--- src/rtl/uart_rx_sampler.sv ---
// uart_rx_sampler: front-end timing stage of the UART receiver.
// Synchronises RX_IN, runs the 8x-oversampling edge/bit counters and
// majority-votes each bit from the three mid-bit oversamples (phases 3, 4, 5).
module uart_rx_sampler #(
  parameter int unsigned SYNC_STAGES = 2,
  parameter int unsigned BIT_MAX     = 15
) (
  input  logic       CLK,
  input  logic       RST,
  input  logic       RX_IN,
  input  logic       Enable,
  output logic       SData,
  output logic       SampleValid,
  output logic       BitTick,
  output logic [2:0] EdgeCounter,
  output logic [3:0] BitCounter
);

  localparam int unsigned EDGE_W = 3;
  localparam int unsigned BIT_W  = 4;

  localparam logic [EDGE_W-1:0] EDGE_S3   = EDGE_W'(3);
  localparam logic [EDGE_W-1:0] EDGE_S4   = EDGE_W'(4);
  localparam logic [EDGE_W-1:0] EDGE_VOTE = EDGE_W'(5);
  localparam logic [EDGE_W-1:0] EDGE_PRE  = EDGE_W'(6);
  localparam logic [EDGE_W-1:0] EDGE_LAST = EDGE_W'(7);
  localparam logic [BIT_W-1:0]  BIT_SAT   = BIT_W'(BIT_MAX);

  logic [SYNC_STAGES-1:0] syncReg;
  logic                   rxSync;
  logic                   s3;
  logic                   s4;
  logic                   vote;
  logic                   edgeLast;
  logic                   bitSat;

  assign rxSync   = syncReg[SYNC_STAGES-1];
  assign vote     = (s3 & s4) | (s3 & rxSync) | (s4 & rxSync);
  assign edgeLast = (EdgeCounter == EDGE_LAST);
  assign bitSat   = (BitCounter == BIT_SAT);

  // Metastability chain on the raw line; idle level (1) on reset.
  always_ff @(posedge CLK) begin
    if (RST) begin
      syncReg <= '1;
    end else begin
      syncReg <= {syncReg[SYNC_STAGES-2:0], RX_IN};
    end
  end

  // Oversample phase counter and saturating bit index; both clear while disabled.
  always_ff @(posedge CLK) begin
    if (RST || !Enable) begin
      EdgeCounter <= '0;
      BitCounter  <= '0;
    end else begin
      EdgeCounter <= EdgeCounter + EDGE_W'(1);
      if (edgeLast && !bitSat) begin
        BitCounter <= BitCounter + BIT_W'(1);
      end
    end
  end

  // Mid-bit capture and vote; passthrough of the synchronised line while disabled.
  always_ff @(posedge CLK) begin
    if (RST) begin
      SData       <= 1'b1;
      SampleValid <= 1'b0;
      s3          <= 1'b1;
      s4          <= 1'b1;
    end else if (!Enable) begin
      SData       <= rxSync;
      SampleValid <= 1'b0;
      s3          <= 1'b1;
      s4          <= 1'b1;
    end else begin
      SampleValid <= 1'b0;
      case (EdgeCounter)
        EDGE_S3:   s3 <= rxSync;
        EDGE_S4:   s4 <= rxSync;
        EDGE_VOTE: begin
          SData       <= vote;
          SampleValid <= 1'b1;
        end
        default: ;
      endcase
    end
  end

  // End-of-bit pulse, registered so it coincides with EdgeCounter == 7.
  always_ff @(posedge CLK) begin
    if (RST) begin
      BitTick <= 1'b0;
    end else begin
      BitTick <= Enable && (EdgeCounter == EDGE_PRE);
    end
  end

endmodule

--- config.mk ---
export PLATFORM = sky130hd
export DESIGN_NAME = uart_rx_sampler
export DESIGN_NICKNAME = d
export VERILOG_FILES = /design/src/rtl/uart_rx_sampler.sv
export SDC_FILE = /design/constraint.sdc
export NUM_CORES = 1
export LEC_CHECK = 0
export CORE_MARGIN = 5
export CORE_UTILIZATION = 45
export DETAILED_ROUTE_END_ITERATION = 6
export PLACE_DENSITY = 0.73
export SLEW_MARGIN = 40
export SYNTH_ARGS = -nofsm -noshare
export SYNTH_HDL_FRONTEND = slang
export SYNTH_SLANG_ARGS = --single-unit
--- constraint.sdc ---
create_clock -name CLK -period 1.85 [get_ports CLK]
set_input_delay 0.37 -clock CLK [delete_from_list [all_inputs] [get_ports CLK]]
set_output_delay 0.37 -clock CLK [all_outputs]
set_load 0.02 [all_outputs]
* Word level (Yosys, flattened, before mapping)
Index checks and enable logic that the tools add are counted.
** Operators by class
- Equality and inequality tests :: 7
- Mux-type cells :: 3
- Add/subtract/negate cells :: 2
- Reductions and logical operators :: 6
- Bitwise gates (word level) :: 6
** Operator list (number)
- equality test 3 bit (second input constant) :: 4
- adder 4 x 1 -> 4 bit (second input constant) :: 1
- equality test 4 bit (second input constant) :: 1
- adder 3 x 1 -> 3 bit (second input constant) :: 1
- AND 1 bit :: 3
- equality test 3 x 2 -> 1 bit (second input constant) :: 1
- 2-to-1 mux 1 bit :: 3
- logical AND 1 bit :: 2
- logical NOT 1 bit :: 2
- != test 2 x 1 -> 1 bit (second input constant) :: 1
- OR 1 bit :: 2
- OR reduction 2 bit :: 1
- logical OR 1 bit :: 1
- NOT 1 bit :: 1
** Storage, ports and cells
- Input port bits :: 4
- Output and inout port bits :: 10
- Logic and storage cells :: 32
- Flip-flop bits (word level) :: 14

* Depth between registers and ports, before layout
- Depth in word-level cells :: 5
- Depth in mapped cells :: 5
- Mapped depth without buffers :: 5

* Worst setup path after synthesis
Ideal clock, no wire load.
- Path kind :: flip-flop to flip-flop
- From :: register EdgeCounter[0]
- To :: register BitCounter[0]
- Path slack :: 370 ps
- Data required time :: 1780 ps
- Arrival :: 1410 ps
- Buffers on the path :: 0
- Period minus slack after synthesis :: 1480 ps
- Setup time :: 70 ps
- Stages on the path, launching flop included :: 6
- Cells stage by stage :: dfxtp_1 > ha_1 > ha_1 > inv_1 > or3_1 > a21oi_1
** On the way
- Cells in the longest elaborated chain, start to end :: 2
** RTL lines
- start: declaration :: RTL line 15 : output logic [2:0] EdgeCounter,
- start signal: assignment :: RTL line 57 : EdgeCounter <= EdgeCounter + EDGE_W'(1);
- equality test 3 bit :: RTL line 39 : assign edgeLast = (EdgeCounter == EDGE_LAST);
- logical AND 1 bit :: RTL line 58 : if (edgeLast && !bitSat) begin
- end signal: assignment :: RTL line 59 : BitCounter <= BitCounter + BIT_W'(1);
- end: declaration :: RTL line 16 : output logic [3:0] BitCounter
Every way passes these cells.
A chain may end at the register's enable or synchronous reset.

* Worst setup path in the final report
- From :: register EdgeCounter[0]
- To :: output port EdgeCounter[0]
No word-level cell between the ends.

==> results by group <==
Status
  • Outcome: finished, final reports clean

Logic synthesis
  • Most frequent cells after synthesis: dfxtp_1, ha_1, inv_1, nand2_1
  • Cell area after synthesis: about 590 um2
  • Synthesized area per cell: approximately 10 um2
  • Mapped Nets: 70
  • Distinct cells, synth: 25
  • Yosys top cell by area: dfxtp_1
  • Yosys warning count: 0
  • Number of synthesized flops with an enable pin: 0
  • Area contributors post-synth: dfxtp_1, ha_1, a21oi_1
  • Post-synthesis async set-or-reset flop share: 0%
  • Top-area cell type share of the netlist area: 47.66%
  • Most used DFF post-synth: dfxtp_1
  • Part of the Yosys area used for sequential elements: around 48%
  • FF+latch count, synth: 14
  • Cells after synthesis: 59
  • Count leader, synth: dfxtp_1

Drt
  • Vias: around 460
  • DR DRC count: 0
  • DRT iter0 DRCs: 11
  • Final wirelength: 1.114 mm
  • Routed WL per cell: 12.11 um
  • First drt pass iteration count: 2
  • Routed Antenna Nets: 0
  • DR vias/cell: 4.978

Timing
  • Slew Viols, Final: 0
  • Tmin final: 1.685 ns
  • Relative slew slack: 77.89%
  • Worst-Margin Slew: between 0.3 and 0.4 ns
  • Clock Skew: 0.002906 ns
  • Setup_tns: 0 ns
  • Unrepaired setup endpoints after global routing: no
  • Final worst-path cycle share: 91.07%
  • Endpoints failing setup: 0
  • Worst hold slack: 0.4263 ns
  • Final count of hold timing violations: 0
  • Peak Freq: 593.5 MHz

Global route
  • Vias in the first global route: approximately 430
  • Total GRT Usage: between 10% and 20%
  • Initial antenna violation count: 0
  • First-pass GRT wire length: 1.973 mm
  • Total gr overflow: 0
  • Largest net degree at the start of global routing: 9

Final layout
  • Final nets: a little under 90
  • Ant diodes: 0
  • Non-Filler Instances: 92
  • Final Core Density: between 60% and 70%
  • Area of the multi-input gates: about 290 um2
  • Storage element area: 280.3 um2
  • Fillers: 107
  • Layout cells sized above 1: between 10% and 20%
  • Synthesis-to-layout area growth: 32.77%

Clock network
  • Post-CTS Hold Buffers: 0
  • Clock latency on the worst-skew pair: 0.27 ns
  • Clock root buffer: clkbuf_4
  • CTS tree: done
  • Clock Path Buffers: 2
  • Post_cts resized: 0
  • Number of setup buffers added after CTS: 0
  • Clock slew at reported path FFs: 0.09 ns
  • H-tree depth: 1
  • Clock Sinks: 14
  • CTS Buf Count: 3

Floorplanning
  • Die W: 46.15 um
  • Die Y: 46.15 um
  • Initial core utilization: a little under half
  • Die area: 2130 um2
  • Num rows: 13
  • Core area: 1269 um2
  • IO Count: 14

Critical path
  • Crit-path slowest cell: clkdlybuf4s50_1
  • Worst path required time: roughly 1.5 ns
  • Worst Setup End Kind: output port
  • Critical path's top delay family: buffers and inverters
  • Kind of critical path: reg -> out
  • Startpoint class of the critical path: flop
  • CP bufs+invs: 1
  • Worst path max stage delay: between 0.6 and 0.7 ns
  • CP Cell Sequence: clkdlybuf4s50_1
  • Critical path arrival: about 1.3 ns
  • Critical path peak fanout: 5

Place
  • IO Port Bufs: 13
  • DP Wirelength: 837.1 um
  • DP Cell Count: 88
  • Placer Congestion: 0.7505

Power
  • Pwr/cell area: 721.9 nW/um2
  • Pwr Total: 0.5637 mW
  • Peak VDD IR: between 0.3 and 0.4 mV
  • Leakage dissipation: 0.3072 nW

Hold path
  • Hold Crit Class: reg -> reg

Flow run
  • Max Cap Viol: 0
-- sequential cells by signal, indices dropped and copies added (netlist names) --
signal,cells
BitCounter,4
BitTick,1
EdgeCounter,3
SData,1
SampleValid,1
s3,1
s4,1
syncReg,2
-- placed cells by master (no fill, tap or decap), drive strengths merged, types with 2 or more instances in the layout --
cell type	instances
ha	7
or2	2
a21oi	3
clkbuf	4
o21ai	3
nand3	2
dfxtp	14
and3	2
nor2b	2
nor2	3
clkdlybuf4s50	13
nand2	4
inv	4
-- routing by layer --
layer  vias to the layer above  global-route usage, %  wire (um)
met1                       204                  15.76        526
met3                         5                  4.297         51
met4                         0                  8.523         30
met2                         8                  20.05        506
met5                         -                      0          0
li1                        241                      -          -
-- power by group --
part / switching, mW / internal [mW] / total (mW)
Sequential: 0.00427 / 0.307 / 0.311
Clock: 0.0977 / 0.120 / 0.217
Combinational: 0.0172 / 0.0183 / 0.0355
-- cell families after synthesis --
family | synth area share, %
adders and majority gates | 14.89
AOI/OAI and AO/OA | 11.49
muxes | 1.702
buffers and inverters | 2.552
and+or+nand+nor | 21.70
DFF | 47.66
-- per-stage QoR --
stage                     setup slack (ns)  instance area [um2]
after floorplan                     0.3700                588.1
after detailed placement            0.2631                744.5
final                               0.1651                780.7
after global placement              0.3327                744.5
after global routing               0.08793                780.7
after CTS                           0.1555                780.7
-- final timing paths --
kind                            cells past startpoint                    endpoint                       from  slack (ns)
worst max-delay path                                1              EdgeCounter[0]  EdgeCounter[0]$_SDFF_PP0_        0.17
worst min register to register                      1       syncReg[1]$_SDFF_PP1_      syncReg[0]$_SDFF_PP1_        0.43
worst max register to register                      5  BitCounter[0]$_SDFFE_PP0P_  EdgeCounter[0]$_SDFF_PP0_        0.39
worst min-delay path                                1       syncReg[1]$_SDFF_PP1_      syncReg[0]$_SDFF_PP1_        0.43
-- cell type report --
class / instances / area share (%)
inverters: 4 / 1.923
flip-flops and latches: 14 / 35.90
clock buffers: 4 / 4.647
repair buffers: 14 / 17.63
multi-input cells: 41 / 37.50
well taps: 15 / 2.404
Note: power is estimated with default switching activity, not from simulation.
